**src/rtl/uart_tx_mmio.sv**
```systemverilog
// uart_tx_mmio: memory-mapped TX FIFO with status/control registers, draining into uart_tx.
module uart_tx_mmio #(
  parameter logic [31:0] BASE_ADDR  = 32'h8000_0000,
  parameter int          FIFO_DEPTH = 16
) (
  input  logic        FPGA_CLK,
  input  logic        RESET,
  input  logic        data_read_valid,
  input  logic        data_write_valid,
  input  logic [31:0] data_addr,
  input  logic [31:0] data_write,
  input  logic [3:0]  data_write_byte,
  output logic [31:0] data_read,
  output logic        data_ready,
  output logic        data_ack,
  output logic [7:0]  tx_data,
  output logic        tx_data_ready,
  input  logic        tx_ready
);
  localparam int AW = $clog2(FIFO_DEPTH);
  localparam logic [AW:0] PTR_ONE = 1;
  typedef enum logic [1:0] {IDLE, OFFER, WAIT_BUSY} state_t;
  state_t state_q, state_d;
  logic [AW:0] wr_ptr_q, rd_ptr_q, count;
  logic [7:0] mem_q [FIFO_DEPTH];
  logic [7:0] tx_data_q;
  logic [31:0] rdata_q, rdata_d, status;
  logic [3:0] off;
  logic enable_q, ack_q;
  logic sel, wr_req, rd_req, full, empty, idle, accept, push, pop, flush, ctrl_wr;
  logic unused;
  assign unused = ^{data_write[31:8], data_write_byte[3:1]};
  assign off = data_addr[3:0];
  assign sel = (data_read_valid | data_write_valid) & (data_addr[31:4] == BASE_ADDR[31:4]);
  assign wr_req = sel & data_write_valid;
  assign rd_req = sel & data_read_valid & !data_write_valid;
  assign count = wr_ptr_q - rd_ptr_q;
  assign empty = wr_ptr_q == rd_ptr_q;
  assign full = (wr_ptr_q[AW] != rd_ptr_q[AW]) && (wr_ptr_q[AW-1:0] == rd_ptr_q[AW-1:0]);
  assign idle = empty & (state_q == IDLE) & tx_ready;
  // Stall only pushes into a full FIFO; full is registered so a same-cycle pop cannot unstall.
  assign data_ready = !(wr_req & (off == 4'h0) & data_write_byte[0] & full);
  assign accept = sel & data_ready;
  assign push = accept & wr_req & (off == 4'h0) & data_write_byte[0];
  assign ctrl_wr = accept & wr_req & (off == 4'h8);
  assign flush = ctrl_wr & data_write[1];
  // A flush on the same edge wins over a pop so no flushed byte can reach OFFER.
  assign pop = (state_q == IDLE) & !empty & enable_q & !flush;
  assign status = {16'd0, 8'(count), 5'd0, idle, empty, full};
  always_comb begin
    rdata_d = !(accept & rd_req) ? 32'd0 :
              (off == 4'h4) ? status :
              (off == 4'h8) ? {31'd0, enable_q} : 32'd0;
  end
  always_ff @(posedge FPGA_CLK or negedge RESET) begin
    if (!RESET) begin
      wr_ptr_q  <= '0;
      rd_ptr_q  <= '0;
      enable_q  <= 1'b1;
      ack_q     <= 1'b0;
      rdata_q   <= '0;
      tx_data_q <= '0;
    end else begin
      ack_q   <= accept;
      rdata_q <= rdata_d;
      if (push) wr_ptr_q <= wr_ptr_q + PTR_ONE;
      if (flush) rd_ptr_q <= wr_ptr_q;
      else if (pop) rd_ptr_q <= rd_ptr_q + PTR_ONE;
      if (ctrl_wr) enable_q <= data_write[0];
      if (pop) tx_data_q <= mem_q[rd_ptr_q[AW-1:0]];
    end
  end
  always_ff @(posedge FPGA_CLK) begin
    if (push) mem_q[wr_ptr_q[AW-1:0]] <= data_write[7:0];
  end
  always_ff @(posedge FPGA_CLK or negedge RESET) begin
    if (!RESET) state_q <= IDLE;
    else state_q <= state_d;
  end
  always_comb begin
    state_d = pop ? OFFER :
              (state_q == OFFER && tx_ready) ? WAIT_BUSY :
              (state_q == WAIT_BUSY && !tx_ready) ? IDLE : state_q;
  end
  always_comb begin
    tx_data_ready = state_q == OFFER;
    tx_data       = tx_data_q;
    data_ack      = ack_q;
    data_read     = rdata_q;
  end
endmodule

```
**config.mk**
```make
export PLATFORM = sky130hd
export DESIGN_NAME = uart_tx_mmio
export DESIGN_NICKNAME = d
export VERILOG_FILES = /design/src/rtl/uart_tx_mmio.sv
export SDC_FILE = /design/constraint.sdc
export NUM_CORES = 1
export LEC_CHECK = 0
export CAP_MARGIN = 20
export CORE_MARGIN = 2
export CORE_UTILIZATION = 53
export CTS_CLUSTER_DIAMETER = 30
export DETAILED_ROUTE_END_ITERATION = 6
export GPL_TIMING_DRIVEN = 0
export PLACE_DENSITY = 0.8
export SETUP_SLACK_MARGIN = 0.3
export SKIP_CTS_REPAIR_TIMING = 1
export SLEW_MARGIN = 20
export SYNTH_ARGS = -nofsm -noshare
export SYNTH_HDL_FRONTEND = slang
export SYNTH_SLANG_ARGS = --single-unit
```
**constraint.sdc**
```tcl
create_clock -name FPGA_CLK -period 3.5 [get_ports FPGA_CLK]
set_input_delay 0.35 -clock FPGA_CLK [delete_from_list [all_inputs] [get_ports FPGA_CLK]]
set_output_delay 0.35 -clock FPGA_CLK [all_outputs]
set_load 0.005 [all_outputs]
```
==> results.yml <==
run:
  max_cap_viol_count: 0
setup_path:
  crit_family: "buffers and inverters"
  cpPeakStageDelay_ns: 0.45
  critPathLaunchType: "flip-flop"
  worst_path_max_delay_cell: "clkdlybuf4s50_1"
  critPathBufInv: 4
  cp-end-kind: "output pin"
  cp.arrival_ns: 2.71
  timing.critical_path.cells: "buf_4 > inv_1 > clkbuf_2 > ha_4 > nand4_1 > nor3b_2 > nand2_1 > clkdlybuf4s50_1"
  cp_max_fo: 10
  required_ns: 3.15
  critPathKind: "reg -> out"
final_layout:
  diodes: 0
  area_growth_pct: 25.75
  nNetsFinal: 592
  drive_above_1_share: 0.2605
  layout.cells.non_filler: 694
  fin_util: 0.6789
placement:
  dp_cells: 657
  io_buffers: 64
  place_hpwl_um: 9335
  gp_congestion: 0.8082
clock_tree:
  clk_pin_slew_ns: 0.06
  insertion_delay_ns: 0.42
  cts_buffers: 17
  clock_sinks: 158
  clockRootBuffer: "clkbuf_16"
  tritoncts: "built"
  cts_max_level: 4
  clk_path_buf_depth: 2
status:
  violations: "hold timing"
  status: "finished with violations"
floorplanning:
  boundaryPins: 116
  die_h_um: 116.9
  num_rows: 41
  initial_core_util: 0.5399
  core_area_um2: 12520
  die_x_um: 116.9
  die_area_um2: 13670
logic_synthesis:
  postSynth.asyncResetShare: 0.1899
  syn_avg_cell_area_um2: 16.98
  synth_top_area_cell: "edfxtp_1"
  synth_edf_count: 128
  ys_warn_count: 0
  yosysMostFrequentCell: "edfxtp_1"
  yosys.cell_types.count: 48
  netlist_instances: 398
  seq_area_frac_synth: 0.6801
  synth_area_leaders: "edfxtp_1 (57%), dfrtp_1 (11%), mux4_2 (8.0%)"
  netlist_area_um2: 6758
  synthFlopType: "edfxtp_1"
  yosysTopAreaCellShare: 0.5688
  ys_seq_elements: 158
  yosys-top-cells-count: "edfxtp_1 (128), dfrtp_1 (29), mux2i_1 (27)"
sta:
  setup_violations: 0
  whs_ns: -0.01622
  finalHoldViolCount: 29
  rsz0062_at_grt: "false"
  slew_headroom: 0.3860
  skew_ns: 0.007367
  worst_slew_pin_slew_ns: 0.9081
  fin_crit_sh: 0.8741
  max_clock_freq_mhz: 326.9
  fin_crit_ns: 3.059
  drv_slew: 0
power_and_ir_drop:
  power.density_nw_per_um2: 482.8
  ir_drop_mv: 0.4323
  leakagePower_nw: 3.204
detailed_routing:
  drtPass1Iterations: 5
  vias: 3903
  drc: 0
  routedWlPerCell_um: 20.83
  final_antenna_net_count: 0
  routed_wl_um: 14460
  drtIter0Drc: 349
  via_per_inst: 5.624
grt:
  grt_pass1_wl_um: 21160
  grt_antenna_before_repair: 0
  gr-total-overflow: 0
  grt_max_degree: 31
  grt_pass1_vias: 3756
  grtUsageTotal: 0.2196
hold_path:
  hold_path.class: "in -> async"
-- layer usage --
layer,up-vias,GRT usage,share of wire
met1,1987,0.2895,0.38
met2,167,0.3549,0.53
li1,1726,-,-
met3,23,0.04737,0.065
met4,0,0.1004,0.024
met5,-,0,0
-- registers in the layout, indices dropped and copies added, names as in the netlist --
name / cells
state_q: 2
enable_q: 1
tx_data: 8
data_ack: 1
data_read: 8
mem_q: 128
rd_ptr_q: 5
wr_ptr_q: 5
-- power by group --
| group | leakage [nW] | internal, mW | switching [mW] | total [mW] |
|---|---|---|---|---|
| combinational | 1.36 | 0.0631 | 0.0521 | 0.115 |
| sequential | 1.54 | 2.03 | 0.000000000782 | 2.03 |
| clock | 0.300 | 1.21 | 0.749 | 1.95 |
| total | 3.20 | 3.30 | 0.801 | 4.10 |
-- metrics by stage --
step | setup slack [ns] | power [mW] | setup TNS, ns | area (µm²) | hold slack [ns]
floorplan | 0.3338 | 2.103 | 0 | 6844 | 0.05441
global placement | -0.6323 | 2.182 | -26.95 | 7700 | 0.4902
detailed placement | -0.4818 | 2.186 | -32.46 | 7700 | 0.4356
CTS | -0.4760 | 4.122 | -32.66 | 8338 | -0.01349
global route | 0.3041 | 4.210 | 0 | 8498 | 0.02874
finish | 0.4406 | 4.103 | 0 | 8498 | -0.01622
-- cell type report --
| class | count | area (µm²) |
|---|---|---|
| buffer | 39 | 266.5 |
| clock buffer | 17 | 425.4 |
| clock inverter | 15 | 212.7 |
| fill | 850 | 4019 |
| inverter | 10 | 37.54 |
| multi-input combinational | 214 | 2033 |
| sequential | 158 | 4597 |
| tap | 172 | 215.2 |
| timing repair buffer | 69 | 710.7 |
-- cell families after synthesis --
| group | share of synthesized area |
|---|---|
| flops | 0.6801 |
| simple gates | 0.06462 |
| mux | 0.1411 |
| buf+inv | 0.04295 |
| compound gates | 0.03555 |
| xor+xnor | 0.01555 |
| fa+ha+maj | 0.01963 |
| other cells | 0.0005549 |
-- cells in the final DEF (no fill, tap or decap), types with 5 or more instances in the layout --
| cell type | synthesis | routed |
|---|---|---|
| inv_1 | 10 | 10 |
| nor2b_1 | 7 | 7 |
| clkbuf_16 | 0 | 17 |
| ha_1 | 9 | 8 |
| a221oi_1 | 8 | 8 |
| xnor2_1 | 8 | 8 |
| buf_2 | 6 | 7 |
| o21ai_0 | 17 | 17 |
| buf_4 | 24 | 28 |
| and3_1 | 9 | 5 |
| dfrtp_1 | 29 | 28 |
| conb_1 | 1 | 24 |
| mux2_2 | 10 | 10 |
| clkdlybuf4s50_1 | 0 | 63 |
| mux4_2 | 24 | 24 |
| nand4_1 | 5 | 5 |
| edfxtp_1 | 128 | 128 |
| mux2i_1 | 27 | 27 |
| nor2_1 | 14 | 11 |
| nand2_1 | 7 | 7 |
-- path summary, 6_finish.rpt --
path,startpoint,endpoint,slack [ns],depth (start not counted)
worst max-delay path,rd_ptr_q[2],data_ready,0.44,8
worst min-delay path,RESET,data_read[2],-0.02,1
worst max register to register,rd_ptr_q[1],mem_q[0][6],0.53,11
worst min register to register,tx_data[4],tx_data[4],0.51,1
max in group asynchronous,RESET,rd_ptr_q[3],3.02,1
min in group FPGA_CLK,tx_data[4],tx_data[4],0.51,1
Power figures use the tool's default switching activity.
